--- src/rtl/prog_clk_divider_pkg.sv ---
// Shared types and helpers for the programmable clock divider.
package clk_div_pkg;

  typedef enum logic {IDLE, RUN} state_e;

  localparam int MIN_DIV   = 2;
  localparam int DEF_CNT_W = 16;

  // Default high time for a divisor: half the period, rounded down.
  function automatic logic [31:0] default_high(input logic [31:0] n);
    return n >> 1;
  endfunction

endpackage

--- src/rtl/prog_clk_divider_if.sv ---
// Config/status bundle of prog_clk_divider: master programs the divider, slave is the divider.
// Define PROG_CLK_DIV_SYNC_EN to add the sync phase-realignment strobe.
interface prog_clk_divider_if #(
  parameter int CNT_W = clk_div_pkg::DEF_CNT_W
);
  logic             en;
  logic [CNT_W-1:0] div_in;
  logic [CNT_W-1:0] high_in;
  logic             load;
`ifdef PROG_CLK_DIV_SYNC_EN
  logic             sync;
`endif
  logic             opt;
  logic             tick;
  logic             cfg_err;
  logic [CNT_W-1:0] cur_div;

`ifdef PROG_CLK_DIV_SYNC_EN
  modport master (output en, div_in, high_in, load, sync,
                  input  opt, tick, cfg_err, cur_div);
  modport slave  (input  en, div_in, high_in, load, sync,
                  output opt, tick, cfg_err, cur_div);
`else
  modport master (output en, div_in, high_in, load,
                  input  opt, tick, cfg_err, cur_div);
  modport slave  (input  en, div_in, high_in, load,
                  output opt, tick, cfg_err, cur_div);
`endif
endinterface

--- src/rtl/prog_clk_divider_cfg_shadow.sv ---
// Validates loads, holds the pending divisor/high time and hands it to the active
// set at a period boundary (restart_i) or continuously while idle (idle_i).
module div_cfg_shadow
  import clk_div_pkg::*;
#(
  parameter int CNT_W    = DEF_CNT_W,
  parameter int DEF_DIV  = 2,
  parameter int DEF_HIGH = 1
) (
  input  logic             clk,
  input  logic             rst,
  input  logic             load_i,
  input  logic [CNT_W-1:0] div_i,
  input  logic [CNT_W-1:0] high_i,
  input  logic             restart_i,
  input  logic             idle_i,
  output logic [CNT_W-1:0] active_div_o,
  output logic [CNT_W-1:0] active_high_o,
  output logic             cfg_err_o
);
  logic [CNT_W-1:0] pend_div_q, pend_div_d, pend_high_q, pend_high_d;
  logic [CNT_W-1:0] act_div_q, act_div_d, act_high_q, act_high_d;
  logic             pend_vld_q, pend_vld_d, cfg_err_q, cfg_err_d;
  logic             load_ok;
  logic [CNT_W-1:0] new_high;

  always_comb begin
    new_high  = (high_i == '0) ? CNT_W'(default_high(32'(div_i))) : high_i;
    load_ok   = load_i && (div_i >= CNT_W'(MIN_DIV)) && ((high_i == '0) || (high_i < div_i));
    cfg_err_d = load_i && !load_ok;

    pend_div_d  = pend_div_q;
    pend_high_d = pend_high_q;
    pend_vld_d  = pend_vld_q;
    act_div_d   = act_div_q;
    act_high_d  = act_high_q;

    if (restart_i) begin
      // A load coinciding with the boundary skips the pending stage.
      if (load_ok) begin
        act_div_d  = div_i;
        act_high_d = new_high;
      end else if (pend_vld_q) begin
        act_div_d  = pend_div_q;
        act_high_d = pend_high_q;
      end
      pend_vld_d = 1'b0;
    end else begin
      if (idle_i && pend_vld_q) begin
        act_div_d  = pend_div_q;
        act_high_d = pend_high_q;
        pend_vld_d = 1'b0;
      end
      if (load_ok) begin
        pend_div_d  = div_i;
        pend_high_d = new_high;
        pend_vld_d  = 1'b1;
      end
    end
  end

  always_ff @(posedge clk) begin
    if (rst) begin
      pend_div_q  <= CNT_W'(DEF_DIV);
      pend_high_q <= CNT_W'(DEF_HIGH);
      pend_vld_q  <= 1'b0;
      act_div_q   <= CNT_W'(DEF_DIV);
      act_high_q  <= CNT_W'(DEF_HIGH);
      cfg_err_q   <= 1'b0;
    end else begin
      pend_div_q  <= pend_div_d;
      pend_high_q <= pend_high_d;
      pend_vld_q  <= pend_vld_d;
      act_div_q   <= act_div_d;
      act_high_q  <= act_high_d;
      cfg_err_q   <= cfg_err_d;
    end
  end

  assign active_div_o  = act_div_q;
  assign active_high_o = act_high_q;
  assign cfg_err_o     = cfg_err_q;
endmodule

--- src/rtl/prog_clk_divider.sv ---
// Programmable divider: period N>=2 with programmable high time, reconfigured at period boundaries.
// Define PROG_CLK_DIV_SYNC_EN to add a sync input that restarts the period on demand.
module prog_clk_divider
  import clk_div_pkg::*;
#(
  parameter int CNT_W    = DEF_CNT_W,
  parameter int DEF_DIV  = 2,
  parameter int DEF_HIGH = 1
) (
  input  logic              clk,
  input  logic              rst,
  prog_clk_divider_if.slave io
);
  state_e           state_q, state_d;
  logic [CNT_W-1:0] count_q, count_d;
  logic             opt_q, opt_d, tick_q, tick_d;
  logic [CNT_W-1:0] active_div, active_high;
  logic             cfg_err;
  logic             run_en, restart;

  always_comb begin
    run_en  = (state_q == RUN) && io.en;
`ifdef PROG_CLK_DIV_SYNC_EN
    restart = run_en && ((count_q == active_div - CNT_W'(1)) || io.sync);
`else
    restart = run_en && (count_q == active_div - CNT_W'(1));
`endif
    state_d = io.en ? RUN : IDLE;
    count_d = (run_en && !restart) ? count_q + CNT_W'(1) : '0;
    // Outputs lag the counter by one cycle; dropping en kills them immediately.
    opt_d   = run_en && (count_q < active_high);
    tick_d  = run_en && (count_q == '0);
  end

  always_ff @(posedge clk) begin
    if (rst) begin
      state_q <= IDLE;
      count_q <= '0;
      opt_q   <= 1'b0;
      tick_q  <= 1'b0;
    end else begin
      state_q <= state_d;
      count_q <= count_d;
      opt_q   <= opt_d;
      tick_q  <= tick_d;
    end
  end

  div_cfg_shadow #(
    .CNT_W   (CNT_W),
    .DEF_DIV (DEF_DIV),
    .DEF_HIGH(DEF_HIGH)
  ) u_shadow (
    .clk          (clk),
    .rst          (rst),
    .load_i       (io.load),
    .div_i        (io.div_in),
    .high_i       (io.high_in),
    .restart_i    (restart),
    .idle_i       (state_q == IDLE),
    .active_div_o (active_div),
    .active_high_o(active_high),
    .cfg_err_o    (cfg_err)
  );

  assign io.opt     = opt_q;
  assign io.tick    = tick_q;
  assign io.cfg_err = cfg_err;
  assign io.cur_div = active_div;
endmodule
--- src/flat_wrapper.sv ---
// flat-port wrapper written by rule: the top's interface ports become plain ports
module prog_clk_divider_flat import clk_div_pkg::*;
#(
  parameter int CNT_W    = DEF_CNT_W,
  parameter int DEF_DIV  = 2,
  parameter int DEF_HIGH = 1
)
  (clk, rst, io_en, io_div_in, io_high_in, io_load, io_opt, io_tick, io_cfg_err, io_cur_div);
  prog_clk_divider_if #(.CNT_W(CNT_W)) io_i ();
  input  logic clk;
  input  logic rst;
  input wire logic [$bits(io_i.en)-1:0] io_en;
  input wire logic [$bits(io_i.div_in)-1:0] io_div_in;
  input wire logic [$bits(io_i.high_in)-1:0] io_high_in;
  input wire logic [$bits(io_i.load)-1:0] io_load;
  output wire logic [$bits(io_i.opt)-1:0] io_opt;
  output wire logic [$bits(io_i.tick)-1:0] io_tick;
  output wire logic [$bits(io_i.cfg_err)-1:0] io_cfg_err;
  output wire logic [$bits(io_i.cur_div)-1:0] io_cur_div;
  assign io_i.en = io_en;
  assign io_i.div_in = io_div_in;
  assign io_i.high_in = io_high_in;
  assign io_i.load = io_load;
  assign io_opt = io_i.opt;
  assign io_tick = io_i.tick;
  assign io_cfg_err = io_i.cfg_err;
  assign io_cur_div = io_i.cur_div;
  prog_clk_divider #(.CNT_W(CNT_W), .DEF_DIV(DEF_DIV), .DEF_HIGH(DEF_HIGH)) u_core (.clk(clk), .rst(rst), .io(io_i));
endmodule
--- config.mk ---
export PLATFORM = sky130hd
export DESIGN_NAME = prog_clk_divider_flat
export DESIGN_NICKNAME = d
export VERILOG_FILES = /design/src/rtl/prog_clk_divider_pkg.sv /design/src/rtl/prog_clk_divider_if.sv /design/src/rtl/prog_clk_divider_cfg_shadow.sv /design/src/rtl/prog_clk_divider.sv /design/src/flat_wrapper.sv
export SDC_FILE = /design/constraint.sdc
export NUM_CORES = 1
export LEC_CHECK = 0
export CORE_MARGIN = 4
export CORE_UTILIZATION = 51
export CTS_CLUSTER_DIAMETER = 80
export DETAILED_ROUTE_END_ITERATION = 8
export GPL_TIMING_DRIVEN = 0
export PLACE_DENSITY = 0.76
export SLEW_MARGIN = 5
export SYNTH_ARGS = -nofsm -noshare
export SYNTH_HDL_FRONTEND = slang
export SYNTH_SLANG_ARGS = --single-unit
--- constraint.sdc ---
create_clock -name clk -period 2.7 [get_ports clk]
set_clock_uncertainty 0.05 [all_clocks]
set_input_delay 0.675 -clock clk [delete_from_list [all_inputs] [get_ports clk]]
set_output_delay 0.675 -clock clk [all_outputs]
set_load 0.02 [all_outputs]
# Word level (Yosys, flattened, before mapping)
# Index checks and enable logic that the tools add are counted.
dict set report totals {
  register_bits 85
  in_bits 36
}
dict set report op_classes {
  n_addsub 2
  order_cmp 3
  n_eq_ne 2
  n_mux 12
  n_bitwise 3
  n_reduce_logical 20
}
# op count
set ops {}
lappend ops {{2-to-1 mux 16 bit} 9}
lappend ops {{logical NOT 16 bit} 2}
lappend ops {{< comparator 16 bit} 2}
lappend ops {{adder 16 x 1 -> 16 bit (second input constant)} 1}
lappend ops {{equality test 16 bit} 1}
lappend ops {{>= comparator 16 x 2 -> 1 bit (second input constant)} 1}
lappend ops {{subtractor 16 x 1 -> 16 bit (second input constant)} 1}
lappend ops {{logical AND 1 bit} 9}
lappend ops {{AND reduction 2 bit} 2}
lappend ops {{nonzero test 2 bit} 2}
lappend ops {{OR reduction 2 bit} 2}
lappend ops {{2-to-1 mux 1 bit} 3}
lappend ops {{!= test 3 bit (second input constant)} 1}
lappend ops {{inverter 1 bit} 3}
lappend ops {{logical NOT 1 bit} 2}
lappend ops {{logical OR 1 bit} 1}

# Longest topological paths before layout
# Gate-level depths: netlist (run 1).
dict set report depth {
  depth_word 7
  mapped_depth 12
  ltp_nobuf 10
}

# Modules after synthesis
# Synthesis (run 1) repeated with hierarchy kept, for this count alone.
dict set report unflattened {
  hier_cells 629
  area_unflattened_um2 5418.9
}
# mod instances cells_each area_per_inst_um2 seq_area_each_um2
set modules_own_cells {}
lappend modules_own_cells {div_cfg_shadow 1 409 3643.5 1321.3}
lappend modules_own_cells {prog_clk_divider 1 220 1775.5 380.4}

# Worst setup path before layout (run 1)
# OpenSTA, ideal clock, no wires.
dict set report synth_path {
  path_type {reg2reg}
  start {reg u_core.u_shadow.act_div_q[0] (netlist: u_core.u_shadow.active_div_o[0])}
  end {reg u_core.u_shadow.act_high_q[0] (netlist: u_core.u_shadow.active_high_o[0])}
  setup_time_ns 0.117
  t_arrival_ns 2.936
  required_ns 2.533
  slack_ns -0.403
  stages_incl_launch_ff 11
  path_buffers 0
  synth_period_minus_slack_ns 3.103
  path_cell_list {dfxtp_1 > inv_1 > ha_1 > or3b_1 > nor3_1 > xor2_1 > a311oi_1 > and2b_4 > a41oi_4 > mux2_1 > o22a_1}
}
dict set report synth_via {
  elab_chain_cells 5
}
# item line_no
set synth_rtl {}
lappend synth_rtl {{from (decl)} prog_clk_divider_cfg_shadow.sv:22} ;# logic [CNT_W-1:0] act_div_q, act_div_d, act_high_q, act_high_d;
lappend synth_rtl {{from (signal assigned)} prog_clk_divider_cfg_shadow.sv:67} ;# act_div_q <= CNT_W'(DEF_DIV);
lappend synth_rtl {{from (signal assigned)} prog_clk_divider_cfg_shadow.sv:74} ;# act_div_q <= act_div_d;
lappend synth_rtl {{subtractor 16 x 1 -> 16 bit *} prog_clk_divider.sv:26} ;# restart = run_en && (count_q == active_div - CNT_W'(1));
lappend synth_rtl {{equality test 16 bit *} prog_clk_divider.sv:26}
lappend synth_rtl {{logical AND 1 bit *} prog_clk_divider.sv:26}
lappend synth_rtl {{!= test 3 bit (no line) or nonzero test 2 bit (tied branches)} n/a}
lappend synth_rtl {{AND reduction 2 bit (no line)} n/a}
lappend synth_rtl {{to (signal assigned)} prog_clk_divider_cfg_shadow.sv:68} ;# act_high_q <= CNT_W'(DEF_HIGH);
lappend synth_rtl {{to (signal assigned)} prog_clk_divider_cfg_shadow.sv:75} ;# act_high_q <= act_high_d;
lappend synth_rtl {{to (decl)} prog_clk_divider_cfg_shadow.sv:22}
# Mark *: on every way between the ends. The rest lies on a longest branch, timed or not.
# A chain may end at the register's enable or synchronous reset.

# Final worst setup path (run 1)
dict set report layout_path {
  start {in io_high_in[0]}
  end {reg u_core.u_shadow.pend_div_q[2]}
}
dict set report layout_via {
  elab_chain_cells 4
}
# item line_no
set layout_rtl {}
lappend layout_rtl {{from (decl)} flat_wrapper.sv:14} ;# input wire logic [$bits(io_i.high_in)-1:0] io_high_in;
lappend layout_rtl {{< comparator 16 bit or logical NOT 16 bit (tied branches)} prog_clk_divider_cfg_shadow.sv:29} ;# load_ok = load_i && (div_i >= CNT_W'(MIN_DIV)) && ((high_i == '0) || (high_i < div_i));
lappend layout_rtl {{logical OR 1 bit *} prog_clk_divider_cfg_shadow.sv:29}
lappend layout_rtl {{logical AND 1 bit *} prog_clk_divider_cfg_shadow.sv:29}
lappend layout_rtl {{AND reduction 2 bit (no line) *} n/a}
lappend layout_rtl {{to (signal assigned)} prog_clk_divider_cfg_shadow.sv:64} ;# pend_div_q <= CNT_W'(DEF_DIV);
lappend layout_rtl {{to (signal assigned)} prog_clk_divider_cfg_shadow.sv:71} ;# pend_div_q <= pend_div_d;
lappend layout_rtl {{to (decl)} prog_clk_divider_cfg_shadow.sv:21} ;# logic [CNT_W-1:0] pend_div_q, pend_div_d, pend_high_q, pend_high_d;
# Marks and branches as above.

==> results.toml, run 1 <==
[yosys]
ys.flop_type = "dfxtp_1"
syn-num-nets = 623
synth_edf_count = 0
yosys.area_share.simple_pct = 17.6
synth_area_mm2 = 0.00489
synth_fa_ha_area_share_pct = 8.44
synth_top_family_by_area = "simple AND/OR/NAND/NOR gates"
ys_warn_count = 0
synthXorXnorAreaFrac_pct = 5.91
synthArstFlopShare_pct = 0
synth_seq_area_share_pct = 34.8
syn_area_per_cell_um2 = 8.83
synth-compound-area-share_pct = 17.0
syn_inst = 554
yosys-mux-area-fraction_pct = 10.1
synth.distinct_cells = 63
ys_ff_latch = 85

[clock_network]
ctsLongestPathBuffers = 2
cts_tree = "done"
clkTransAtPathRegs_ns = 0.09
clk_root_buffer_cell = "clkbuf_8"
htreeDepth = 3
numCtsBuffers = 9
cts_sinks = 85
clkLatencyLatePin_ns = 0.36
cts_hold_buf = 0

[global_route]
grt.total_usage_pct = 26.5
antenna_found_initial = 0
grt_pass1_wl_um = 23600
grt_max_degree = 16
grt_pass1_vias = 4500
grt-ovfl-total = 0

[placement]
pre_cts_slack_ns = -1.23
gp_congestion = 0.912
placedCellCount = 737
postPlaceCellArea_mm2 = 0.00567
hpwlAfterDp_um = 10600
portBuffers = 54

[critical_path]
critical_path.max_fanout = 7
critPathRequiredTime_ns = 2.87
crit_path_start_kind = "input port"
crit_chain = "clkdlybuf4s50_1 -> nand2b_4 -> a2111oi_4 -> nand3b_1 -> a41oi_2 -> or2_4 -> a21oi_4 -> buf_6 -> buf_12 -> mux2i_2 -> nor2_1"
slowest_stage = "clkdlybuf4s50_1"
cp-end-kind = "flip-flop"
cpPeakStageDelay_ns = 0.49
criticalPathCategory = "input port to flip-flop"
worstPathArrival_ns = 3.15

[min_path]
hp-class = "flip-flop to flip-flop"

[power]
leakage_nw = 2.67
peakVddDrop_v = 0.000283
p_total_mw = 2.78
power.density_mw_per_mm2 = 423

[cells_and_area]
diodes = 0
syn_to_final_growth_pct = 34.4
finish.instance_area_mm2 = 0.00658
nets = 712
fill_cells = 673
stdcell_count = 777
drive_above_1_share_pct = 20.4

[timing]
finalHoldViolCount = 0
setup_ws_ns = -0.278
rsz0062_at_grt = "true"
tightest_slew_ns = 0.715
slew_violations = 0
timing.fmax_mhz = 336
finalSetupTns_ns = -10.89
slew_headroom_pct = 52.3
finalSetupViolations = 64
min_period_ns = 2.98
min_period_over_period_pct = 110

[job]
maxCapViolations = 0

[route]
routed_wirelength_um = 15700
first_pass_iters = 8
route.vias.total = 4793
drc_errors = 0
postRouteAntennaNets = 0
viasPerCell = 6.17
initialDrtViolationCount = 453
avgRoutedWirePerCell_um = 20.2

[die]
rows = 35
dieArea_mm2 = 0.0112
io_pins = 55
die_y_um = 106
initial_core_util_pct = 52.7
core_area_mm2 = 0.00928
dieWidth_um = 106

[run_status]
outcome = "finished, violations left"
violations = "setup timing"
[where the power goes]
part | leakage (nW) | switching [mW] | total (mW) | internal (mW)
Clock | 0.0833 | 0.501 | 0.843 | 0.342
Sequential | 0.696 | 0.0454 | 1.35 | 1.30
Combinational | 1.89 | 0.299 | 0.589 | 0.290
Total | 2.67 | 0.846 | 2.78 | 1.94
[registers in the layout (all words and copies together), names as in the netlist]
name / cells
u_core.io.tick: 1
u_core.u_shadow.cfg_err_o: 1
u_core.u_shadow.pend_div_q: 16
u_core.state_q: 1
u_core.io.opt: 1
u_core.u_shadow.pend_vld_q: 1
u_core.u_shadow.active_div_o: 16
u_core.u_shadow.pend_high_q: 16
u_core.count_q: 16
u_core.u_shadow.active_high_o: 16
[critical path, delay by kind of cell]
family	cells	cell delay, ns
buffers and inverters	3	0.81
and+or+nand+nor	4	0.75
AOI/OAI and AO/OA	3	0.70
muxes	1	0.21
[metrics by stage]
step,util [%],hold WS (ns)
floorplan,-,0.392
global placement,61.0,0.409
detailed placement,61.0,0.427
CTS,67.3,0.449
global route,70.8,0.480
finish,70.8,0.452
[synth_stat cells (14+ instances only)]
| cell type | number | area share [%] |
|---|---|---|
| dfxtp_1 | 85 | 35 |
| nor2_1 | 59 | 4.5 |
| mux2i_1 | 47 | 9.6 |
| a21oi_1 | 41 | 4.2 |
| inv_1 | 37 | 2.8 |
| ha_1 | 33 | 8.4 |
| o21ai_0 | 21 | 2.1 |
| clkbuf_1 | 18 | 1.4 |
| a211oi_1 | 17 | 2.6 |
| xnor2_1 | 17 | 3.0 |
| xor2_1 | 16 | 2.9 |
| nand2_1 | 15 | 1.2 |
| o22ai_1 | 15 | 1.9 |
| nor4_1 | 14 | 1.8 |
[cell usage in the layout (no fill, tap or decap), types with 3 or more instances in the layout]
cell type,n
clkbuf_1,12
dlygate4sd2_1,15
and3_1,10
dfxtp_2,5
clkbuf_8,9
a211oi_2,6
a21o_1,4
nor4_1,11
o21ai_0,19
nor2b_1,5
nor3_1,8
clkbuf_16,3
nand3_1,10
dfxtp_1,77
clkbuf_2,3
xnor2_1,17
o211ai_1,4
and4_1,3
clkdlybuf4s50_1,35
buf_4,19
nor2_1,51
nand4_1,6
dfxtp_4,3
mux2i_1,45
nor2_2,5
a2111oi_4,3
buf_6,5
ha_4,4
a211oi_1,11
nand2_1,12
o22ai_1,14
a21oi_1,40
nor2_4,4
xor2_1,14
buf_8,4
inv_1,35
ha_1,28
buf_12,7
[timing repair]
action | 4_1_cts | 5_1_grt
setup endpoints to repair | 76 | 74
pin swaps | 19 | 37
hold endpoints to repair | 0 | 0
gates resized for setup | 80 | 48
buffers inserted | 14 | 10
gates cloned | 1 | 4
[per-layer routing]
metal / share of wire [%] / wire, um / GRT usage, % / vias up
met5: 0 / 0 / 0 / -
met4: 2.3 / 361 / 7.31 / 0
met3: 7.2 / 1130 / 4.31 / 49
met2: 49 / 7710 / 46.0 / 270
met1: 41 / 6520 / 34.0 / 2285
li1: - / - / - / 2189
[path summary, 6_finish.rpt]
kind         depth (start not counted)  slack [ns]                       startpoint                             end
max                                 11       -0.28                    io_high_in[0]   u_core.u_shadow.pend_div_q[2]
min                                  2        0.45   u_core.u_shadow.pend_div_q[13]  u_core.u_shadow.pend_div_q[13]
max reg2reg                         11       -0.25  u_core.u_shadow.active_div_o[7]   u_core.u_shadow.pend_div_q[2]
min reg2reg                          2        0.45   u_core.u_shadow.pend_div_q[13]  u_core.u_shadow.pend_div_q[13]
[cell type report]
| cell class | instances | area (um2) | area share, % |
|---|---|---|---|
| Tap cell | 129 | 161 | 2.45 |
| Sequential cell | 85 | 1720 | 26.1 |
| Multi-Input combinational cell | 402 | 3290 | 50.1 |
| Inverter | 37 | 141 | 2.15 |
| Clock buffer | 10 | 128 | 1.94 |
| Clock inverter | 6 | 46.3 | 0.704 |
| Timing Repair Buffer | 83 | 862 | 13.1 |
| Buffer | 25 | 223 | 3.39 |
[cells by family after synthesis]
kind of cell	Yosys count
mux	49
compound gates	127
flops	85
fa+ha+maj	33
simple gates	160
buf+inv	67
xor+xnor	33
Note: power is estimated with default switching activity, not from simulation.
==> run 2: changes to the inputs <==
Settings changed: HOLD_SLACK_MARGIN set to 0.05.
==> results of run 2 <==
The final DEF is identical to that of run 1; final timing and power are the same.
==> run 3: changes to the inputs <==
Settings changed: CAP_MARGIN set to 20, CORE_UTILIZATION 51 to 55, DONT_BUFFER_PORTS set to 1, PLACE_DENSITY 0.76 to 0.7.
Clock period 2.7 ns to 3.2 ns, I/O delays scaled along.
==> results.toml, run 3 (synthesis results as in run 1) <==
[power]
intPower_mw = 1.63
p_total_mw = 2.27
p_switching_uw = 640
sw_frac_of_total_pct = 28.2
peakVddDrop_v = 0.000253
pwr-share-comb_pct = 14.1
power.density_mw_per_mm2 = 413
clockPowerShare_pct = 35.4
leakage_nw = 2.28
seq_power_share_pct = 50.4

[cells_and_area]
finish.instance_area_mm2 = 0.00549
stdcell_count = 688
final-seq-area_mm2 = 0.00171
drive_above_1_share_pct = 12.9
diodes = 0
multi_input_area_mm2 = 0.00300
postLayoutCoreUtil_pct = 63.2
nets = 644
final_common_cell = "dfxtp_1"
layout_common_cells = "dfxtp_1, nor2_1, mux2i_1"
syn_to_final_growth_pct = 12.2
fill_cells = 773

[critical_path]
crit_chain = "or4_4 -> or3_1 -> a21oi_1 -> a311oi_2 -> buf_4 -> and4bb_1 -> nand4_4 -> nand2b_4 -> buf_2 -> o22ai_1"
cpPeakStageDelay_ns = 0.61
r2r_start = "u_core.u_shadow.active_div_o[2]"
ff2ff_path_depth = 10
worstPathArrival_ns = 3.33
criticalPathCategory = "flip-flop to flip-flop"
critical_path.max_fanout = 10
slowest_stage = "or4_4"
critPathRequiredTime_ns = 3.44
cp-end-kind = "flip-flop"
crit_path_start_kind = "flip-flop"
regToRegEndpoint = "u_core.u_shadow.active_high_o[11]"
worst-r2r-setup-slack_ns = 0.11

[timing]
rsz0062_at_grt = "false"
timing.fmax_mhz = 324
slew_violations = 0
min_period_over_period_pct = 96.6
fin_hold_ws_ns = 0.449
slew_headroom_pct = 60.2
min_period_ns = 3.09
finalSetupViolations = 0
finalSetupTns_ns = 0
setup_ws_ns = 0.110
finalHoldViolCount = 0
tightest_slew_ns = 0.597

[global_route]
grt_pass1_wl_um = 22500
antenna_found_initial = 0
grt-ovfl-total = 0
grt_max_degree = 17
grt.total_usage_pct = 27.6
grt_pass1_vias = 4323

[route]
route.vias.total = 4307
routed_wirelength_um = 13900
drc_errors = 0
initialDrtViolationCount = 430
avgRoutedWirePerCell_um = 20.2
first_pass_iters = 4
postRouteAntennaNets = 0
viasPerCell = 6.26

[min_path]
hp-start = "u_core.u_shadow.pend_div_q[14]"
hp-class = "flip-flop to flip-flop"
hold_depth = 2
holdPathEnd = "u_core.u_shadow.pend_div_q[14]"

[die]
die_y_um = 102
dieArea_mm2 = 0.0105
core_area_mm2 = 0.00868
io_pins = 55
dieWidth_um = 102
initial_core_util_pct = 56.4
rows = 34

[clock_network]
clkLatencyLatePin_ns = 0.37
cts_tree = "done"
clkTransAtPathRegs_ns = 0.09
ctsLongestPathBuffers = 2
numCtsBuffers = 9
clk_root_buffer_cell = "clkbuf_8"
htreeDepth = 3
cts_hold_buf = 0
cts_sinks = 85

[placement]
pre_cts_slack_ns = -0.465
hpwlAfterDp_um = 10300
postPlaceCellArea_mm2 = 0.00503
gp_congestion = 0.903
portBuffers = 0
placedCellCount = 662

[job]
maxCapViolations = 0

[run_status]
outcome = "finished clean"
-- run 3: per-layer routing --
layer | GRT usage (%) | routed length (um)
met4 | 8.27 | 293
met5 | 0 | 0
met1 | 36.3 | 6120
met2 | 44.3 | 6460
met3 | 7.58 | 1050
-- run 3: timing repair --
action,CTS,global route
gates resized for setup,12,32
setup buffers,1,8
setup endpoints to repair,74,69
cloned,0,1
pin swaps,2,6
-- run 3: worst max path at each step --
stage                                     from                                 to  slack [ns]  cells past startpoint
2_1_floorplan  u_core.u_shadow.active_div_o[0]   u_core.u_shadow.active_high_o[0]         0.1                     10
3_3_place_gp   u_core.u_shadow.active_div_o[0]   u_core.u_shadow.active_high_o[4]       -0.40                     11
3_5_place_dp   u_core.u_shadow.active_div_o[0]   u_core.u_shadow.active_high_o[6]       -0.47                     11
4_1_cts        u_core.u_shadow.active_div_o[0]    u_core.u_shadow.pend_high_q[15]        0.01                     12
5_1_grt        u_core.u_shadow.active_div_o[7]   u_core.u_shadow.active_high_o[0]        0.02                      9
6_report       u_core.u_shadow.active_div_o[2]  u_core.u_shadow.active_high_o[11]        0.11                     10
-- run 3: final cells by class --
class	instances	area share, %
clock buffer	9	2.26
clock inverter	7	1.48
tap	108	2.46
multi-input combinational	402	54.6
inverter	37	2.53
buffer	30	3.51
timing repair buffer	10	1.92
sequential	85	31.2
-- run 3: worst max-delay path: cells and delay by family (launching register included) --
family / cells / cell delay [ns]
and+or+nand+nor: 5 / 1.67
DFF: 1 / 0.50
AOI/OAI and AO/OA: 3 / 0.43
buffers and inverters: 2 / 0.38
-- run 3: power groups by stage --
stage	Clock, mW	Sequential [mW]	Combinational (mW)
after floorplan	0	1.15	0.226
after CTS	0.821	1.14	0.285
after global placement	0	1.16	0.269
final	0.803	1.14	0.320
after detailed placement	0	1.17	0.279
after global routing	0.871	1.15	0.353
